[src/rtl/mux_scan_sequencer_if.sv]
// Signal bundle between the mux scan sequencer, the 8-to-1 mux it drives and the byte consumer.
// master = sequencer side, slave = mux/consumer side.
interface mux_scan_sequencer_if;
   logic       start;
   logic       mux_o;
   logic       s0;
   logic       s1;
   logic       s2;
   logic       busy;
   logic [7:0] data;
   logic       data_valid;
   logic       data_ack;
   logic       parity;

   modport master (
      input  start, mux_o, data_ack,
      output s0, s1, s2, busy, data, data_valid, parity
   );

   modport slave (
      output start, mux_o, data_ack,
      input  s0, s1, s2, busy, data, data_valid, parity
   );
endinterface

[src/rtl/mux_scan_sequencer.sv]
// Walks the 8-to-1 mux select through all positions, samples each output and hands the byte downstream.
// Optional parity of the captured byte is enabled with `define MUX_SCAN_PARITY_EN.
//
// state  | meaning
// IDLE   | waiting for start; select lines hold their last value
// SETTLE | select driven, waiting SETTLE_CYCLES for the mux output to settle
// SAMPLE | capture mux_o into data[index], then advance or finish
// DONE   | byte valid, held until data_ack
module mux_scan_sequencer #(
   parameter int unsigned SETTLE_CYCLES = 1,
   parameter bit          MSB_FIRST     = 1'b0
) (
   input logic                  clk,
   input logic                  rst,
   mux_scan_sequencer_if.master bus
);

   typedef enum logic [1:0] {IDLE, SETTLE, SAMPLE, DONE} state_t;

   localparam logic [2:0] FIRST_IDX = MSB_FIRST ? 3'd7 : 3'd0;
   localparam logic [2:0] LAST_IDX  = MSB_FIRST ? 3'd0 : 3'd7;
   localparam logic [3:0] CNT_LAST  = 4'(SETTLE_CYCLES - 1);

   state_t     state_q, state_d;
   logic [2:0] idx_q, idx_d;
   logic [3:0] cnt_q, cnt_d;
   logic [7:0] data_q, data_d;
   logic       valid_q, valid_d;

`ifdef MUX_SCAN_PARITY_EN
   logic parity_q, parity_d;
`endif

   always_ff @(posedge clk) begin
      if (rst) begin
         state_q <= IDLE;
         idx_q   <= 3'd0;
         cnt_q   <= 4'd0;
         data_q  <= 8'h00;
         valid_q <= 1'b0;
`ifdef MUX_SCAN_PARITY_EN
         parity_q <= 1'b0;
`endif
      end else begin
         state_q <= state_d;
         idx_q   <= idx_d;
         cnt_q   <= cnt_d;
         data_q  <= data_d;
         valid_q <= valid_d;
`ifdef MUX_SCAN_PARITY_EN
         parity_q <= parity_d;
`endif
      end
   end

   always_comb begin
      state_d = state_q;
      idx_d   = idx_q;
      cnt_d   = cnt_q;
      data_d  = data_q;
      valid_d = valid_q;
`ifdef MUX_SCAN_PARITY_EN
      parity_d = parity_q;
`endif
      case (state_q)
         IDLE: begin
            if (bus.start) begin
               idx_d   = FIRST_IDX;
               cnt_d   = 4'd0;
               data_d  = 8'h00;
               state_d = SETTLE;
            end
         end
         SETTLE: begin
            cnt_d = cnt_q + 4'd1;
            if (cnt_q == CNT_LAST) state_d = SAMPLE;
         end
         SAMPLE: begin
            data_d[idx_q] = bus.mux_o;
            if (idx_q == LAST_IDX) begin
               valid_d = 1'b1;
               state_d = DONE;
`ifdef MUX_SCAN_PARITY_EN
               parity_d = ^data_d;
`endif
            end else begin
               // index stops at the last position, so it never wraps
               idx_d   = MSB_FIRST ? idx_q - 3'd1 : idx_q + 3'd1;
               cnt_d   = 4'd0;
               state_d = SETTLE;
            end
         end
         DONE: begin
            if (bus.data_ack) begin
               valid_d = 1'b0;
               state_d = IDLE;
            end
         end
         default: state_d = IDLE;
      endcase
   end

   assign bus.s0         = idx_q[2];
   assign bus.s1         = idx_q[1];
   assign bus.s2         = idx_q[0];
   assign bus.busy       = (state_q != IDLE);
   assign bus.data       = data_q;
   assign bus.data_valid = valid_q;

`ifdef MUX_SCAN_PARITY_EN
   assign bus.parity = parity_q;
`else
   assign bus.parity = 1'b0;
`endif

endmodule

[src/flat_wrapper.sv]
// flat-port wrapper written by rule: the top's interface ports become plain ports
module mux_scan_sequencer_flat 
#(
   parameter int unsigned SETTLE_CYCLES = 1,
   parameter bit          MSB_FIRST     = 1'b0
)
  (clk, rst, bus_start, bus_mux_o, bus_data_ack, bus_s0, bus_s1, bus_s2, bus_busy, bus_data, bus_data_valid, bus_parity);
  mux_scan_sequencer_if bus_i ();
  input logic clk;
  input logic rst;
  input wire logic [$bits(bus_i.start)-1:0] bus_start;
  input wire logic [$bits(bus_i.mux_o)-1:0] bus_mux_o;
  input wire logic [$bits(bus_i.data_ack)-1:0] bus_data_ack;
  output wire logic [$bits(bus_i.s0)-1:0] bus_s0;
  output wire logic [$bits(bus_i.s1)-1:0] bus_s1;
  output wire logic [$bits(bus_i.s2)-1:0] bus_s2;
  output wire logic [$bits(bus_i.busy)-1:0] bus_busy;
  output wire logic [$bits(bus_i.data)-1:0] bus_data;
  output wire logic [$bits(bus_i.data_valid)-1:0] bus_data_valid;
  output wire logic [$bits(bus_i.parity)-1:0] bus_parity;
  assign bus_i.start = bus_start;
  assign bus_i.mux_o = bus_mux_o;
  assign bus_i.data_ack = bus_data_ack;
  assign bus_s0 = bus_i.s0;
  assign bus_s1 = bus_i.s1;
  assign bus_s2 = bus_i.s2;
  assign bus_busy = bus_i.busy;
  assign bus_data = bus_i.data;
  assign bus_data_valid = bus_i.data_valid;
  assign bus_parity = bus_i.parity;
  mux_scan_sequencer #(.SETTLE_CYCLES(SETTLE_CYCLES), .MSB_FIRST(MSB_FIRST)) u_core (.clk(clk), .rst(rst), .bus(bus_i));
endmodule
[config.mk]
export PLATFORM = sky130hd
export DESIGN_NAME = mux_scan_sequencer_flat
export DESIGN_NICKNAME = d
export VERILOG_FILES = /design/src/rtl/mux_scan_sequencer_if.sv /design/src/rtl/mux_scan_sequencer.sv /design/src/flat_wrapper.sv
export SDC_FILE = /design/constraint.sdc
export NUM_CORES = 1
export LEC_CHECK = 0
export CORE_MARGIN = 8
export CORE_UTILIZATION = 45
export DETAILED_ROUTE_END_ITERATION = 8
export HOLD_SLACK_MARGIN = 0.06
export PLACE_DENSITY = 0.74
export SYNTH_ARGS = -nofsm -noshare
export SYNTH_HDL_FRONTEND = slang
export SYNTH_SLANG_ARGS = --single-unit
[constraint.sdc]
create_clock -name clk -period 1.37 [get_ports clk]
set_input_delay 0.274 -clock clk [delete_from_list [all_inputs] [get_ports clk]]
set_output_delay 0.274 -clock clk [all_outputs]
set_load 0.01 [all_outputs]
==> results.cfg <==
[routing]
dr.pass1.iters = 4
drc = 0
wl_um = 2391
drt.antenna.violating_nets = 0
via_count = 939
drt_iter0_drc = 16
drt-wirelength-per-cell_um = 14.76
via_per_inst = 5.796

[synth]
async_flop_share_pct = 0
ys_ff_latch = 18
yosysTopAreaCell = dfxtp_1
ys_warn_count = 0
synth-main-ff-cell = dfxtp_1
synth_area_leaders = dfxtp_1, o31ai_1, ha_1
synth_edf_count = 0
synth_cell_type_count = 41
avgSynthCellArea_um2 = 9.138
synthMostInstantiatedCell = dfxtp_1
synth_top_cell_area_share_pct = 35.21
synth_area_um2 = 1023
synth_fp_nets = 122
netlist_top_cells_count = dfxtp_1, o31ai_1, a21oi_1
seq_area_frac_synth_pct = 35.21
synthCells = 112

[power_and_ir_drop]
p_leak_uw = 0.0005621
powerDensity_nw_per_um2 = 824.9
power.switching_uw = 325.9
clkPwrFrac_pct = 28.5
peakVddDrop_mv = 0.7051
pwr-share-comb_pct = 23.7
swShare_pct = 28.15
p_int_uw = 832.1
seqPwrFrac_pct = 47.8

[clocking]
root_buffer = clkbuf_4
cts_buffers = 3
clk_pin_slew_worst_paths_ns = 0.10
cts_setup_buffers = 0
cts-htree-levels = 1
numClockSinks = 18
clockBufferDepth = 2
cts_tree = yes
clk_latency_ns = 0.30

[global_routing]
grt_pass1_wl_um = 3919
gr-total-overflow = 0
grt_max_degree = 21
grt_util_all_layers_pct = 12.02
antenna_found_initial = 0
grt_pass1_vias = 845

[floorplan]
start_util_pct = 46.72
chipHeight_um = 63.69
dieArea_um2 = 4056
row_count = 17
io_pins = 19
die_w_um = 63.69
core_um2 = 2191

[worst_setup_path]
cp_cell_sequence = ha_4, ha_4, or4b_4, a21oi_2
r2r-end = u_core.idx_q[2]
cpMostUsedCell = ha_4
critical-path-slowest-cell = or4b_4
worstSetupPathType = flip-flop to flip-flop
arrival_ns = 1.66
critPathCaptureType = flip-flop
slowest_delay_ns = 0.45
startpoint_type = flip-flop
cp_max_fo = 2
critical_path_required_ns = 1.61
r2r_setup_slack_ns = -0.05
ff2ff_path_depth = 4
reg2reg_from = u_core.idx_q[0]

[final_layout]
layout-area-overhead-vs-synth_pct = 37.16
diodes = 0
postLayoutCoreUtil_pct = 64.08
drive_gt1_share_pct = 33.58
finalNetCount = 145

[outcome]
violations = negative setup slack
outcome = complete, but fails checks

[placed_design]
place.port_buffers = 17
gp_congestion = 0.8029
dpl.hpwl_um = 1660

[sta]
min_period_ns = 1.418
whs_ns = 0.4569
setup_ws_ns = -0.04821
min_period_over_period_pct = 103.5
hold_viol_final = 0
fmax_mhz = 705.1
skew_ns = 0.003647
rsz0062_at_grt = yes
finalSetupTns_ns = -0.07099
finalMaxSlewViolations = 0
setup_viol = 2

[worst_hold_path]
min_to = u_core.bus.data[7]
worstHoldPathCells = 2
hold_class = flip-flop to flip-flop
hold_path_startpoint = u_core.bus.data[7]

[flow_run]
max-cap-violations = 0
timing repair:
action                                  4_1_cts  5_1_grt
pin swaps                                     5        4
gates cloned                                  0        1
endpoints found under the setup margin       15       17
resized for setup                            21       23
hold buffers                                  0        0
sequential cells by signal, indices dropped and copies added (netlist names):
| signal | flops |
|---|---|
| u_core.bus.data | 8 |
| u_core.bus.data_valid | 1 |
| u_core.cnt_q | 4 |
| u_core.idx_q | 3 |
| u_core.state_q | 2 |
per-layer routing:
layer	track usage, %	up-vias	part of all wire (%)
met1	14.82	445	47
li1	-	465	-
met2	17.11	25	46
met4	6.128	0	1.3
met3	5.300	4	6.1
met5	0	-	0
how the worst max path moves through the flow:
stage,slack (ns),startpoint,to,cells after the start
2_1_floorplan,0.009,u_core.idx_q[0],u_core.idx_q[2],4
3_3_place_gp,-0.19,rst,u_core.bus.data[6],4
3_5_place_dp,-0.24,rst,u_core.bus.data[6],4
4_1_cts,-0.05,u_core.idx_q[0],u_core.idx_q[1],4
5_1_grt,-0.08,u_core.idx_q[0],u_core.idx_q[2],4
6_report,-0.05,u_core.idx_q[0],u_core.idx_q[2],4
layout by cell type, fill, tap and decap left out, types with 4 or more instances in the layout:
master / instances
nand2_1: 4
nor2_1: 4
clkdlybuf4s50_1: 4
dfxtp_1: 14
dlygate4sd2_1: 10
buf_4: 8
a21oi_1: 7
a32o_1: 4
o31ai_2: 4
o31ai_1: 6
critical path, delay by kind of cell, from the launching register on:
family	cells	cell delay [ns]
AO/OA/AOI/OAI	1	0.12
adder cells (fa/ha/maj)	2	0.42
flip-flops	1	0.37
AND/OR/NAND/NOR	1	0.45
final cells by class:
class	instances	area, um^2
Multi-Input combinational cell	79	688.2
Fill cell	183	787.0
Inverter	4	15.01
Clock buffer	4	36.28
Timing Repair Buffer	29	261.5
Sequential cell	18	367.9
Tap cell	28	35.03
power groups by stage:
stage          clock [uW]  combinational [uW]  sequential [uW]
6_report              330                 275              554
5_1_grt               371                 302              556
4_1_cts               344                 234              551
3_5_place_dp            0                 241              563
3_3_place_gp            0                 238              562
2_1_floorplan           0                 158              570
stage by stage:
stage	total power [uW]	cells	area (um^2)	setup slack, ns
after floorplan	727.9	112	1041	0.009488
after global placement	800.0	157	1279	-0.1911
after detailed placement	803.8	157	1279	-0.2421
after CTS	1129	161	1325	-0.05348
after global routing	1230	162	1404	-0.07984
final	1158	162	1404	-0.04821
kinds of logic (layout without fill, tap and decap cells):
| kind of cell | count (synthesis) | after routing | synth area share (%) |
|---|---|---|---|
| buf+inv | 15 | 37 | 7.578 |
| other cells | 1 | 1 | 0.3664 |
| fa+ha+maj | 5 | 5 | 6.112 |
| compound gates | 37 | 37 | 25.67 |
| simple gates | 36 | 36 | 25.06 |
| flops | 18 | 18 | 35.21 |
Note: power is estimated with default switching activity, not from simulation.
